--- src/rtl/pipeline_hazard_ctrl_if.sv ---
// Pipeline sequencer bus: stage hazard/control-transfer status in, register
// enables, flushes, redirect and performance counters out.
interface pipeline_hazard_ctrl_if;
    logic [5:0]  rsID;
    logic [5:0]  rtID;
    logic        rtUsedID;
    logic        MemReadEX;
    logic [5:0]  rdEX;
    logic        JumpMEM;
    logic        JumpMemMEM;
    logic        BranchZeroMEM;
    logic        BranchNegMEM;
    logic        zeroMEM;
    logic        negMEM;
    logic        MemReadMEM;
    logic        MemWriteMEM;
    logic        dmem_ready;

    logic        pcEn;
    logic        ifidEn;
    logic        idexEn;
    logic        exmemEn;
    logic        memwbEn;
    logic        ifidFlush;
    logic        idexFlush;
    logic        exmemFlush;
    logic        pcRedirect;
    logic        memErr;
    logic [31:0] stallCount;
    logic [31:0] flushCount;

    modport master (
        output rsID, rtID, rtUsedID, MemReadEX, rdEX,
               JumpMEM, JumpMemMEM, BranchZeroMEM, BranchNegMEM, zeroMEM, negMEM,
               MemReadMEM, MemWriteMEM, dmem_ready,
        input  pcEn, ifidEn, idexEn, exmemEn, memwbEn,
               ifidFlush, idexFlush, exmemFlush, pcRedirect,
               memErr, stallCount, flushCount
    );

    modport slave (
        input  rsID, rtID, rtUsedID, MemReadEX, rdEX,
               JumpMEM, JumpMemMEM, BranchZeroMEM, BranchNegMEM, zeroMEM, negMEM,
               MemReadMEM, MemWriteMEM, dmem_ready,
        output pcEn, ifidEn, idexEn, exmemEn, memwbEn,
               ifidFlush, idexFlush, exmemFlush, pcRedirect,
               memErr, stallCount, flushCount
    );
endinterface

--- src/rtl/pipeline_hazard_ctrl.sv ---
// Central 5-stage pipeline sequencer: load-use bubbles, MEM-stage redirects,
// data-memory freeze with timeout, and saturating stall/flush counters.
module pipeline_hazard_ctrl #(
    parameter int LOAD_USE_STALL = 1,
    parameter int MEM_TIMEOUT    = 255
) (
    input  logic                   clk,
    input  logic                   rst_n,
    pipeline_hazard_ctrl_if.slave  bus
);

    typedef enum logic {RUN, LOAD_STALL} state_t;

    localparam logic [15:0] TIMEOUT_LAST = 16'(MEM_TIMEOUT - 1);
    localparam logic [2:0]  BUB_INIT     = 3'(LOAD_USE_STALL - 1);

    state_t      state;
    logic [2:0]  bubCnt;
    logic [15:0] waitCnt;
    logic        memErrQ;
    logic [31:0] stallCnt;
    logic [31:0] flushCnt;

    logic taken;
    logic memReq;
    logic timeout;
    logic memBusy;
    logic hazard;
    logic bubble;
    logic stallCyc;

    function automatic logic [31:0] satInc(input logic [31:0] v);
        return (v == 32'hFFFF_FFFF) ? v : v + 32'd1;
    endfunction

    assign taken   = bus.JumpMEM | bus.JumpMemMEM
                   | (bus.BranchZeroMEM & bus.zeroMEM)
                   | (bus.BranchNegMEM & bus.negMEM);
    assign memReq  = bus.MemReadMEM | bus.MemWriteMEM | bus.JumpMemMEM;
    assign timeout = (waitCnt == TIMEOUT_LAST);
    assign memBusy = memReq & ~bus.dmem_ready & ~timeout;
    assign hazard  = bus.MemReadEX & (bus.rdEX != 6'd0)
                   & ((bus.rdEX == bus.rsID) | (bus.rtUsedID & (bus.rdEX == bus.rtID)));
    assign bubble  = (state == LOAD_STALL) | hazard;
    // PC holds either for a memory freeze or for a load-use bubble not overridden by a redirect
    assign stallCyc = memBusy | (~taken & bubble);

    always_comb begin
        bus.pcEn       = 1'b0;
        bus.ifidEn     = 1'b0;
        bus.idexEn     = 1'b0;
        bus.exmemEn    = 1'b0;
        bus.memwbEn    = 1'b0;
        bus.ifidFlush  = 1'b0;
        bus.idexFlush  = 1'b0;
        bus.exmemFlush = 1'b0;
        bus.pcRedirect = 1'b0;
        if (rst_n && !memBusy) begin
            bus.idexEn  = 1'b1;
            bus.exmemEn = 1'b1;
            bus.memwbEn = 1'b1;
            if (taken) begin
                bus.pcEn       = 1'b1;
                bus.ifidEn     = 1'b1;
                bus.ifidFlush  = 1'b1;
                bus.idexFlush  = 1'b1;
                bus.exmemFlush = 1'b1;
                bus.pcRedirect = 1'b1;
            end else if (bubble) begin
                bus.idexFlush = 1'b1;
            end else begin
                bus.pcEn   = 1'b1;
                bus.ifidEn = 1'b1;
            end
        end
    end

    assign bus.memErr     = memErrQ;
    assign bus.stallCount = stallCnt;
    assign bus.flushCount = flushCnt;

    always_ff @(posedge clk or negedge rst_n) begin
        if (!rst_n) begin
            state    <= RUN;
            bubCnt   <= 3'd0;
            waitCnt  <= 16'd0;
            memErrQ  <= 1'b0;
            stallCnt <= 32'd0;
            flushCnt <= 32'd0;
        end else begin
            if (stallCyc) begin
                stallCnt <= satInc(stallCnt);
            end
            if (memBusy) begin
                waitCnt <= waitCnt + 16'd1;
            end else begin
                waitCnt <= 16'd0;
                // A request still unanswered here was released by the timeout
                if (memReq && !bus.dmem_ready) begin
                    memErrQ <= 1'b1;
                end
                if (taken) begin
                    flushCnt <= satInc(flushCnt);
                    state    <= RUN;
                    bubCnt   <= 3'd0;
                end else if (state == LOAD_STALL) begin
                    bubCnt <= bubCnt - 3'd1;
                    if (bubCnt == 3'd1) begin
                        state <= RUN;
                    end
                end else if (hazard && (LOAD_USE_STALL > 1)) begin
                    state  <= LOAD_STALL;
                    bubCnt <= BUB_INIT;
                end
            end
        end
    end

endmodule

--- src/flat_wrapper.sv ---
// flat-port wrapper written by rule: the top's interface ports become plain ports
module pipeline_hazard_ctrl_flat 
#(
    parameter int LOAD_USE_STALL = 1,
    parameter int MEM_TIMEOUT    = 255
)
  (clk, rst_n, bus_rsID, bus_rtID, bus_rtUsedID, bus_MemReadEX, bus_rdEX, bus_JumpMEM, bus_JumpMemMEM, bus_BranchZeroMEM, bus_BranchNegMEM, bus_zeroMEM, bus_negMEM, bus_MemReadMEM, bus_MemWriteMEM, bus_dmem_ready, bus_pcEn, bus_ifidEn, bus_idexEn, bus_exmemEn, bus_memwbEn, bus_ifidFlush, bus_idexFlush, bus_exmemFlush, bus_pcRedirect, bus_memErr, bus_stallCount, bus_flushCount);
  pipeline_hazard_ctrl_if bus_i ();
  input  logic clk;
  input  logic rst_n;
  input wire logic [$bits(bus_i.rsID)-1:0] bus_rsID;
  input wire logic [$bits(bus_i.rtID)-1:0] bus_rtID;
  input wire logic [$bits(bus_i.rtUsedID)-1:0] bus_rtUsedID;
  input wire logic [$bits(bus_i.MemReadEX)-1:0] bus_MemReadEX;
  input wire logic [$bits(bus_i.rdEX)-1:0] bus_rdEX;
  input wire logic [$bits(bus_i.JumpMEM)-1:0] bus_JumpMEM;
  input wire logic [$bits(bus_i.JumpMemMEM)-1:0] bus_JumpMemMEM;
  input wire logic [$bits(bus_i.BranchZeroMEM)-1:0] bus_BranchZeroMEM;
  input wire logic [$bits(bus_i.BranchNegMEM)-1:0] bus_BranchNegMEM;
  input wire logic [$bits(bus_i.zeroMEM)-1:0] bus_zeroMEM;
  input wire logic [$bits(bus_i.negMEM)-1:0] bus_negMEM;
  input wire logic [$bits(bus_i.MemReadMEM)-1:0] bus_MemReadMEM;
  input wire logic [$bits(bus_i.MemWriteMEM)-1:0] bus_MemWriteMEM;
  input wire logic [$bits(bus_i.dmem_ready)-1:0] bus_dmem_ready;
  output wire logic [$bits(bus_i.pcEn)-1:0] bus_pcEn;
  output wire logic [$bits(bus_i.ifidEn)-1:0] bus_ifidEn;
  output wire logic [$bits(bus_i.idexEn)-1:0] bus_idexEn;
  output wire logic [$bits(bus_i.exmemEn)-1:0] bus_exmemEn;
  output wire logic [$bits(bus_i.memwbEn)-1:0] bus_memwbEn;
  output wire logic [$bits(bus_i.ifidFlush)-1:0] bus_ifidFlush;
  output wire logic [$bits(bus_i.idexFlush)-1:0] bus_idexFlush;
  output wire logic [$bits(bus_i.exmemFlush)-1:0] bus_exmemFlush;
  output wire logic [$bits(bus_i.pcRedirect)-1:0] bus_pcRedirect;
  output wire logic [$bits(bus_i.memErr)-1:0] bus_memErr;
  output wire logic [$bits(bus_i.stallCount)-1:0] bus_stallCount;
  output wire logic [$bits(bus_i.flushCount)-1:0] bus_flushCount;
  assign bus_i.rsID = bus_rsID;
  assign bus_i.rtID = bus_rtID;
  assign bus_i.rtUsedID = bus_rtUsedID;
  assign bus_i.MemReadEX = bus_MemReadEX;
  assign bus_i.rdEX = bus_rdEX;
  assign bus_i.JumpMEM = bus_JumpMEM;
  assign bus_i.JumpMemMEM = bus_JumpMemMEM;
  assign bus_i.BranchZeroMEM = bus_BranchZeroMEM;
  assign bus_i.BranchNegMEM = bus_BranchNegMEM;
  assign bus_i.zeroMEM = bus_zeroMEM;
  assign bus_i.negMEM = bus_negMEM;
  assign bus_i.MemReadMEM = bus_MemReadMEM;
  assign bus_i.MemWriteMEM = bus_MemWriteMEM;
  assign bus_i.dmem_ready = bus_dmem_ready;
  assign bus_pcEn = bus_i.pcEn;
  assign bus_ifidEn = bus_i.ifidEn;
  assign bus_idexEn = bus_i.idexEn;
  assign bus_exmemEn = bus_i.exmemEn;
  assign bus_memwbEn = bus_i.memwbEn;
  assign bus_ifidFlush = bus_i.ifidFlush;
  assign bus_idexFlush = bus_i.idexFlush;
  assign bus_exmemFlush = bus_i.exmemFlush;
  assign bus_pcRedirect = bus_i.pcRedirect;
  assign bus_memErr = bus_i.memErr;
  assign bus_stallCount = bus_i.stallCount;
  assign bus_flushCount = bus_i.flushCount;
  pipeline_hazard_ctrl #(.LOAD_USE_STALL(LOAD_USE_STALL), .MEM_TIMEOUT(MEM_TIMEOUT)) u_core (.clk(clk), .rst_n(rst_n), .bus(bus_i));
endmodule
--- config.mk ---
export PLATFORM = sky130hd
export DESIGN_NAME = pipeline_hazard_ctrl_flat
export DESIGN_NICKNAME = d
export VERILOG_FILES = /design/src/rtl/pipeline_hazard_ctrl_if.sv /design/src/rtl/pipeline_hazard_ctrl.sv /design/src/flat_wrapper.sv
export SDC_FILE = /design/constraint.sdc
export NUM_CORES = 1
export LEC_CHECK = 0
export ABC_AREA = 1
export CAP_MARGIN = 10
export CORE_MARGIN = 4
export CORE_UTILIZATION = 54
export CTS_BUF_LIST = sky130_fd_sc_hd__clkbuf_4 sky130_fd_sc_hd__clkbuf_8
export DETAILED_ROUTE_END_ITERATION = 8
export HOLD_SLACK_MARGIN = 0.15
export PLACE_DENSITY = 0.9
export SLEW_MARGIN = 0
export SYNTH_ARGS = -nofsm -noshare
export SYNTH_HDL_FRONTEND = slang
export SYNTH_SLANG_ARGS = --single-unit
--- constraint.sdc ---
create_clock -name clk -period 3.08 [get_ports clk]
set_input_delay 0.77 -clock clk [delete_from_list [all_inputs] [get_ports clk]]
set_output_delay 0.77 -clock clk [all_outputs]
set_load 0.02 [all_outputs]
=== Yosys cells after proc, flatten, opt, wreduce, memory -nomap -nowiden ===
Cells that the tools add are included.

* Output and inout bits: 74
* Logic and storage cells: 63
* Bits of input ports: 31
* Register bits: 85

* Mux-type cells: 15
* Bitwise gates (word level): 22
* Add/sub/neg operators: 4
* Reduce and logical (&&, ||, !) cells: 10
* Equality and inequality tests: 6

{| class="wikitable"
|+ Operator list
! kind !! count
|-
| 32-bit by 1-bit adder with 32-bit output (second input constant) || 2
|-
| 32-bit == test (second input constant) || 2
|-
| 16-bit by 1-bit adder with 16-bit output (second input constant) || 1
|-
| 16-bit by 8-bit == test with 1-bit output (second input constant) || 1
|-
| 16-bit two-way mux || 1
|-
| 6-bit == test || 2
|-
| 1-bit two-way mux || 12
|-
| 1-bit AND || 8
|-
| 1-bit OR || 8
|-
| 3-bit two-way mux || 2
|-
| 1-bit NOT || 6
|-
| 2-bit AND reduction || 3
|-
| 6-bit nonzero test || 1
|-
| 3-bit by 1-bit == test with 1-bit output (second input constant) || 1
|-
| 3-bit AND reduction || 1
|-
| 3-bit by 1-bit subtractor with 3-bit output (second input constant) || 1
|-
| 1-bit logical AND || 2
|-
| 1-bit logical NOT || 2
|-
| 2-bit nonzero test || 1
|}

=== Logic depth before layout (Yosys ltp) ===
Gate-level depths: netlist (run 1).

* Word-level depth: 8
* Mapped depth: 14
* Depth with buffers taken out: 13

=== Least setup slack after synthesis (run 1) ===
OpenSTA, ideal clock, no wires.

* Path type: input to output
* Start point: input bus_BranchZeroMEM
* End point: output bus_pcEn
* Required time: 2.310 ns
* Cell stages on the path: 8
* Path buffers: 3
* Data arrival time: 2.154 ns
* Path slack: 0.156 ns
* Cells stage by stage: nand2_1 > and3_1 > inv_1 > nand2_1 > buf_2 > buf_2 > a21oi_1 > buf_4

* Cells in the longest elaborated chain, start to end: 5

{| class="wikitable"
|+ RTL lines
! what !! RTL line !! text
|-
| start, declared || flat_wrapper.sv:18 || <nowiki>input wire logic [$bits(bus_i.BranchZeroMEM)-1:0] bus_BranchZeroMEM;</nowiki>
|-
| 1-bit AND || pipeline_hazard_ctrl.sv:37 || <nowiki>| (bus.BranchZeroMEM & bus.zeroMEM)</nowiki>
|-
| 1-bit OR || pipeline_hazard_ctrl.sv:37 ||
|-
| 1-bit OR || pipeline_hazard_ctrl.sv:38 || <nowiki>| (bus.BranchNegMEM & bus.negMEM);</nowiki>
|-
| 1-bit two-way mux (2 in series) || n/a ||
|-
| end, declared || flat_wrapper.sv:25 || <nowiki>output wire logic [$bits(bus_i.pcEn)-1:0] bus_pcEn;</nowiki>
|}

Every way passes these cells.

=== Worst setup path in the final report (run 1) ===
* Start point: input bus_rdEX[5]
* End point: output bus_ifidEn

* Cells in the longest elaborated chain, start to end: 8
* Elaborated cells between the ends (all ways): 11
* Those cells by class: eq/ne: 2; mux: 3; bitwise: 5; reduce/logical: 1

{| class="wikitable"
|+ RTL lines
! what !! RTL line !! text
|-
| start, declared || flat_wrapper.sv:15 || <nowiki>input wire logic [$bits(bus_i.rdEX)-1:0] bus_rdEX;</nowiki>
|-
| 6-bit == test || pipeline_hazard_ctrl.sv:43 || <nowiki>& ((bus.rdEX == bus.rsID) | (bus.rtUsedID & (bus.rdEX == bus.rtID)));</nowiki>
|-
| 1-bit AND || pipeline_hazard_ctrl.sv:43 ||
|-
| 1-bit OR || pipeline_hazard_ctrl.sv:43 ||
|-
| 1-bit AND (*) || pipeline_hazard_ctrl.sv:43 ||
|-
| 1-bit OR (*) || pipeline_hazard_ctrl.sv:44 || <nowiki>assign bubble = (state == LOAD_STALL) | hazard;</nowiki>
|-
| 1-bit two-way mux (*) || pipeline_hazard_ctrl.sv:69 || <nowiki>end else if (bubble) begin</nowiki>
|-
| 1-bit two-way mux (*) || pipeline_hazard_ctrl.sv:62 || <nowiki>if (taken) begin</nowiki>
|-
| 1-bit two-way mux (*) || pipeline_hazard_ctrl.sv:58 || <nowiki>if (rst_n && !memBusy) begin</nowiki>
|-
| end, declared || flat_wrapper.sv:26 || <nowiki>output wire logic [$bits(bus_i.ifidEn)-1:0] bus_ifidEn;</nowiki>
|}

Every way passes the cells marked *; elsewhere a longest branch is shown, timed or not.

==> results of run 1 <==
metal layers:
metal / vias up / track usage, %
li1: 2740 / -
met1: 2573 / 30.1
met2: 195 / 44.3
met3: 30 / 4.68
met4: 0 / 9.38
met5: - / 0
stage by stage:
stage                      TNS, ns  worst slack (ns)  instance area (µm²)
final                            0             0.109                 6870
after floorplan                  0             0.156                 5490
after global routing      -0.00257          -0.00257                 6870
after detailed placement     -2.27            -0.437                 6670
after global placement       -2.00            -0.374                 6670
after CTS                        0           0.00526                 6850
worst paths after layout:
kind                                          start                   endpoint  slack, ns  depth (start not counted)
max                                     bus_rdEX[5]                 bus_ifidEn       0.11                         12
max reg2reg                u_core.bus.stallCount[0]  u_core.bus.stallCount[22]       0.62                         12
min in group clk                  u_core.bus.memErr          u_core.bus.memErr       0.49                          1
max in group asynchronous                     rst_n  u_core.bus.flushCount[24]       1.62                          3
min reg2reg                       u_core.bus.memErr          u_core.bus.memErr       0.49                          1
min                                           rst_n   u_core.bus.stallCount[2]       0.38                          2
power by group:
group / internal (W) / switching, W / leakage, nW / total [W]
Combinational: 0.000305 / 0.000400 / 2.05 / 0.000705
Clock: 0.000388 / 0.000401 / 0.0922 / 0.000789
Sequential: 0.00120 / 0.000132 / 1.16 / 0.00134
Total: 0.00190 / 0.000934 / 3.30 / 0.00283
state kept, by name, summed over array words and instances, names as in the netlist:
signal / cells
u_core.bubCnt: 3
u_core.state: 1
u_core.bus.stallCount: 32
u_core.waitCnt: 16
u_core.bus.memErr: 1
u_core.bus.flushCount: 32
critical path, delay by kind of cell:
kind / cells / cell delay, ns
compound gates: 2 / 0.18
simple gates: 6 / 0.40
buf+inv: 4 / 0.85
kinds of logic (layout without fill, tap and decap cells):
family	Yosys count	in the layout	synth area share (%)
AND/OR/NAND/NOR	504	504	39.9
buffers and inverters	116	229	9.00
flip-flops	85	85	38.7
XOR/XNOR	46	46	7.33
AO/OA/AOI/OAI	37	37	3.71
adder cells (fa/ha/maj)	6	6	1.37
cell type report:
| type | instances | share of cell area [%] |
|---|---|---|
| repair buffers | 121 | 16.7 |
| inverters | 93 | 5.08 |
| clock buffers | 11 | 2.02 |
| flip-flops and latches | 85 | 31.0 |
| clock inverters | 4 | 0.729 |
| multi-input cells | 593 | 42.0 |
| well taps | 133 | 2.42 |
cell usage after synthesis, drive strengths merged:
master,number,area share (%)
ha,6,1.4
inv,93,6.4
buf,21,2.5
clkbuf,2,0.14
a21oi,10,0.91
and3,2,0.23
nand3b,7,0.96
xnor2,9,1.4
a221oi,1,0.16
nor4,3,0.34
o21ai,19,1.7
dfrtp,85,39
nand2,278,19
a31o,1,0.16
a31oi,2,0.23
and2,1,0.11
o21a,1,0.14
xor2,37,5.9
nor3,36,3.3
nor2,96,6.9
nand3,36,3.7
a21boi,2,0.27
o22ai,1,0.11
nand4,45,5.1
timing repair:
action,CTS,global route
hold buffers,0,0
endpoints found under the setup margin,9,6
setup buffers,0,1
pin swaps,0,2
resized for setup,17,21
==> flow_summary.json, run 1 <==
{
  "yosysSeqAreaShare_pct": 38.7,
  "cap_viol_max_count": 0,
  "synth_area_um2": 5490,
  "ys_ff_latch": 85,
  "yosysWarnings": 0,
  "finalSetupViolCount": 0,
  "cts_tree": "done",
  "area_growth_pct": 25.0,
  "io_buffers": 104,
  "period_share_pct": 96.5,
  "synthDistinctLibCells": 34,
  "final_common_cell": "nand2_1",
  "routed-wl-met3_um": 909,
  "syn-num-nets": 831,
  "criticalPathCategory": "primary input to primary output",
  "routed_wl_um": 14100,
  "max_freq_ghz": 0.337,
  "grt_pass1_vias": 5410,
  "overflow": 0,
  "worst_pin_slew_ns": 0.785,
  "gp_congestion": 0.980,
  "drcViolationCount": 0,
  "fin_cells": 1040,
  "multi_input_area_um2": 2890,
  "power_density_nw_per_um2": 412,
  "dpl.cell_count": 1024,
  "cp.required_ns": 2.31,
  "worst_ep_arrival_time_ns": 2.20,
  "path_cells": "clkdlybuf4s50_1 -> inv_2 -> a21boi_2 -> nand2_1 -> nor2_1 -> nand2_1 -> nand2_1 -> nand2_2 -> nand3_2 -> a21oi_2 -> buf_4 -> buf_2",
  "wl_met2_um": 7150,
  "io_pins": 105,
  "start_util_pct": 56.0,
  "status": "finished clean",
  "fin_hold_ws_ns": 0.384,
  "syn_inst": 794,
  "crit_fanout": 4,
  "nets": 940,
  "clk_latency_ns": 0.36,
  "antenna_found_initial": 0,
  "cts_sinks": 85,
  "avgSynthCellArea_um2": 6.92,
  "cts_buffers": 9,
  "grt_use_total_pct": 25.0,
  "ir_worst_vdd_mv": 0.465,
  "post-dp-hpwl_um": 10600,
  "drt-wirelength-per-cell_um": 13.6,
  "highest_layer": "met4",
  "drv_slew": 0,
  "clkTransAtPathRegs_ns": 0.09,
  "rows": 36,
  "leakagePower_nw": 3.30,
  "grt_max_degree": 65,
  "vias": 5538,
  "final_cell_mix": "274 x nand2_1, 92 x nor2_1, 90 x inv_1",
  "num_antenna_cells": 0,
  "dieHeight_um": 109,
  "cpMostUsedCell": "nand2_1",
  "power.total_w": 0.00283,
  "h-tree-depth": 3,
  "drive_gt1_share_pct": 6.39,
  "fp.dieW_um": 109,
  "grt_pass1_wl_um": 23900,
  "critPathMaxStageDelay_ns": 0.49,
  "die_area_um2": 11900,
  "startpoint_type": "primary input",
  "fin_crit_ns": 2.97,
  "drt_iter0_drc": 279,
  "cts-root-buf": "clkbuf_8",
  "first_pass_iters": 7,
  "worst_slew_margin_rel_pct": 47.7,
  "final_antenna_net_count": 0,
  "cp-end-kind": "primary output",
  "clk_path_buf_depth": 2,
  "finClkSkew_ns": 0.0216,
  "regArea_um2": 2130,
  "fin_util_pct": 69.9,
  "holdCritPathClass": "primary input to async pin",
  "hold_viol_final": 0,
  "wl_met1_um": 5740,
  "coreArea_um2": 9820,
  "viasPerCell": 5.33,
  "cp_slowest_cell": "clkdlybuf4s50_1",
  "n_fill_cell": 803
}
No activity file was read; power rests on OpenSTA's default activity.
==> run 2, diff against run 1 <==
- CORE_UTILIZATION: 54 -> 53
- CTS_BUF_LIST: sky130_fd_sc_hd__clkbuf_4 sky130_fd_sc_hd__clkbuf_8 -> unset
- PLACE_DENSITY: 0.9 -> 0.88
==> flow_summary.json, run 2 (synthesis gave the netlist of run 1 again) <==
{
  "status": "finished clean",
  "io_buffers": 104,
  "area_growth_pct": 25.0,
  "max_freq_ghz": 0.334,
  "met3_usage_pct": 5.23,
  "grt_max_degree": 64,
  "startpoint_type": "primary input",
  "die_area_um2": 12100,
  "gp_congestion": 0.968,
  "io_pins": 105,
  "routed_wl_um": 13800,
  "start_util_pct": 55.2,
  "drive_gt1_share_pct": 5.74,
  "grt_pass1_vias": 5054,
  "drt_iter0_drc": 321,
  "criticalPathCategory": "primary input to primary output",
  "grt_use_total_pct": 23.7,
  "cp.required_ns": 2.31,
  "finalSetupViolCount": 0,
  "h-tree-depth": 3,
  "cts-root-buf": "clkbuf_8",
  "drt-wirelength-per-cell_um": 13.3,
  "post-dp-hpwl_um": 10300,
  "path_cells": "clkdlybuf4s50_1 -> inv_1 -> o21ai_0 -> nor2_1 -> nand2_1 -> nand2_1 -> nand2_2 -> nand3_2 -> a21oi_2 -> buf_4 -> buf_4",
  "antenna_found_initial": 0,
  "cts_sinks": 85,
  "clk_path_buf_depth": 2,
  "drcViolationCount": 0,
  "overflow": 0,
  "crit_fanout": 4,
  "worst_ep_arrival_time_ns": 2.23,
  "dpl.cell_count": 1023,
  "grt_pass1_wl_um": 23000,
  "power_density_nw_per_um2": 410,
  "num_antenna_cells": 0,
  "cap_viol_max_count": 0,
  "viasPerCell": 5.28,
  "coreArea_um2": 9950,
  "hold_viol_final": 0,
  "critPathMaxStageDelay_ns": 0.47,
  "fin_cells": 1039,
  "use_met2_pct": 40.4,
  "cp-end-kind": "primary output",
  "nets": 938,
  "cts_tree": "done",
  "vias": 5482,
  "final_antenna_net_count": 0,
  "worst_slew_margin_rel_pct": 47.5,
  "clk_latency_ns": 0.36,
  "cts_buffers": 9,
  "layout_setup_ws_ns": 0.0843,
  "fp.dieW_um": 110,
  "rows": 36,
  "first_pass_iters": 5,
  "crit_path_start": "bus_rdEX[5]",
  "finClkSkew_ns": 0.00977,
  "r2r_start": "u_core.bus.stallCount[0]",
  "dieHeight_um": 110,
  "leakagePower_nw": 3.30,
  "cp_slowest_cell": "clkdlybuf4s50_1",
  "holdCritPathClass": "primary input to async pin",
  "period_share_pct": 97.3,
  "dp_slack_ns": -0.414,
  "worst_pin_slew_ns": 0.788,
  "ir_worst_vdd_mv": 0.416,
  "ctsHoldBuffers": 0,
  "r2r_cells": 12,
  "busiest_layer": "met2",
  "fin_crit_ns": 3.00,
  "drv_slew": 0,
  "clkTransAtPathRegs_ns": 0.09,
  "grt.met1_usage_pct": 30.5,
  "final_cell_mix": "274 x nand2_1, 92 x nor2_1, 90 x inv_1",
  "final_common_cell": "nand2_1"
}
## run 2: worst max-delay path, delay by kind of cell
kind                   cells  cell delay, ns
buffers and inverters      4            0.81
and+or+nand+nor            5            0.34
AOI/OAI and AO/OA          2            0.29
## run 2: report_power, final
group	internal [W]	leakage, nW	total [W]	switching, W
combinational	0.000304	2.05	0.000692	0.000389
sequential	0.00120	1.16	0.00133	0.000130
clock	0.000374	0.0923	0.000789	0.000415
total	0.00188	3.30	0.00281	0.000934
## run 2: final cells by class
cell class	instances	area, µm²
fillers	831	3090
clock buffers	10	128
repair buffers	119	1150
flip-flops and latches	85	2130
inverters	93	349
clock inverters	6	63.8
multi-input cells	593	2880
well taps	133	166
## run 2: repair_timing
action	CTS	global route
pin swaps	0	3
gates resized for setup	18	14
setup endpoints to repair	9	3
setup buffers	0	0
## run 2: worst paths after layout
check / endpoint / slack, ns
min: u_core.bus.stallCount[12] / 0.39
max reg2reg: u_core.bus.stallCount[7] / 0.61
min reg2reg: u_core.bubCnt[2] / 0.47
min in group clk: u_core.bubCnt[2] / 0.47
max: bus_pcEn / 0.08
max in group asynchronous: u_core.bus.flushCount[25] / 1.61
## run 2: per-stage QoR
step | TNS, ns | instance area (µm²) | utilization [%] | hold slack [ns] | power [W]
floorplan | 0 | 5490 | - | 0.428 | 0.00171
global placement | -1.87 | 6670 | 67.0 | 0.452 | 0.00204
detailed placement | -2.06 | 6670 | 67.0 | 0.449 | 0.00205
CTS | 0 | 6840 | 68.7 | 0.394 | 0.00283
global route | -0.0114 | 6870 | 69.0 | 0.420 | 0.00295
finish | 0 | 6870 | 69.0 | 0.393 | 0.00281
## run 2: layer usage
layer / share of wire, % / vias up
li1: - / 2733
met1: 42 / 2513
met2: 49 / 214
met3: 7.4 / 22
met4: 1.6 / 0
met5: 0 / -
==> edit (settings of run 2) <==
Make the reset (`rst_n`) synchronous in one clocked block.
--- a/src/rtl/pipeline_hazard_ctrl.sv
+++ b/src/rtl/pipeline_hazard_ctrl.sv
@@ -80,5 +80,5 @@
     assign bus.flushCount = flushCnt;
 
-    always_ff @(posedge clk or negedge rst_n) begin
+    always_ff @(posedge clk) begin
         if (!rst_n) begin
             state    <= RUN;
Behaviour: differs if rst_n is asserted again (counterexample within 4 cycles, from zero or initial values and one cycle with rst_n low); with rst_n held inactive, the same outputs for 10 cycles.
==> edit against run 2 <==
Critical endpoint is now bus_idexEn; final area fell by 2.3%; area after synthesis fell by 2.3%; largest cell class unchanged; wire length decreased by 1.7%; die area fell by 2.1%; sequential cell count is the same; setup slack improved by 0.018 ns; register-to-register slack improved by 0.27 ns.
Power is not compared: it rests on default switching activity, and its combinational part moved more than twofold at a synthesized area within 25%.
==> edit: results (changes against run 2) <==
Worst setup path
  – Worst reg-to-reg setup slack: 0.88 ns (+0.27 ns)
  – Critical Path AT: 2.21 ns (-0.02 ns)
  – Worst setup path startpoint: bus_JumpMemMEM
  – FF-to-FF Start: u_core.bus.flushCount[1]$_SDFFE_PN0P_
  – Worst setup path end: bus_idexEn
  – Worst R2R End: u_core.bus.flushCount[26]$_SDFFE_PN0P_

Global routing
  – Met3 Track Usage GR: 5.684% (+0.46 points)
  – GR Layer Usage met1: 29.44% (-1.1 points)
  – Tot GR Track Use: 23.73% (+0.031 points)
  – First-pass GRT wire length: 23,040 µm (+0.18%)
  – Number of global-route vias before repair: 5,231 (+3.5%)
  – Largest net degree at the start of global routing: 54 (-16%)

CTS
  – Total CTS buffers: 9 (unchanged)
  – Post_cts resized: 19 (+1)

Place
  – Pre-CTS setup slack: -0.3775 ns (+0.03622 ns)
  – HPWL after DPL: 10,010 µm (-2.9%)

Synth
  – Synth cell count leaders: 253 x nand2_1, 128 x nor2_1, 116 x inv_1
  – Cells taking the most area after synthesis: dfxtp_1 32%, nand2_1 18%, nor2_1 9.0%, inv_1 8.1%, nand3_1 5.3%
  – Register area share after synthesis: 31.70% (-7.0 points)
  – Post-synth cell types: 35 (+2.9%)
  – XOR/XNOR share of the synthesized area: 5.385% (-1.9 points)
  – Ys async rst share: 0% (-100 points)
  – Synth Flop Type: dfxtp_1
  – Net Count, Synth: 911 (+9.6%)
  – Synth Area in Adders: 1.399% (+0.032 points)

Route
  – Routed Wire Length: 13,600 µm (-1.7%)
  – DRT iter0 DRCs: 271 (-16%)
  – DRT Pass-1 Iters: 5 (unchanged)
  – Via count: 5,708 (+4.1%)
  – Routed wl met2: 6503 µm (-4.6%)
  – Metal1 wirelength: 5875 µm (+1.7%)
  – Routed wl met3: 955 µm (-6.4%)

Hold path
  – Hold Path Sink: u_core.bubCnt[1]$_SDFFE_PN0P_
  – Worst hold path type: reg2reg

Power and ir drop
  – Power in combinational cells: 262 µW

STA
  – Clock Skew: 0.01478 ns (+0.005005 ns)
  – Slew headroom: 66.19% (+19 points)
  – FMAX: 0.3358 GHz (+0.61%)

Floorplanning
  – Initial core utilization: 54.66% (-0.53 points)

Layout
  – Nets: 1,006 (+7.2%)
  – Share of cells above drive strength 1: 6.263% (+0.52 points)

Outcome
  – Status: completed
-- edit: cell type report --
type / instances / area, µm²
timing repair buffer: 116 / 1101
fill: 874 / 3113
sequential: 85 / 1702
inverter: 124 / 465.4
clock buffer: 9 / 123.9
multi-input combinational: 633 / 3028
tap: 133 / 166.4
clock inverter: 7 / 120.1
-- edit: metrics by stage --
stage | instances | util [%] | hold WS (ns) | instance area (µm²) | TNS (ns)
after floorplan | 874 | - | 0.4297 | 5368 | 0
after global placement | 1091 | 66.00 | 0.4467 | 6481 | -2.461
after detailed placement | 1091 | 66.00 | 0.4655 | 6481 | -2.836
after CTS | 1107 | 68.46 | 0.4768 | 6723 | 0
after global routing | 1107 | 68.30 | 0.4930 | 6706 | -0.003201
final | 1107 | 68.30 | 0.4770 | 6706 | 0
-- edit: logic make-up after synthesis --
family / after synthesis
adders and majority gates: 6
and+or+nand+nor: 541
AOI/OAI and AO/OA: 53
xor gates and xnor gates: 33
DFF: 85
buffers and inverters: 156
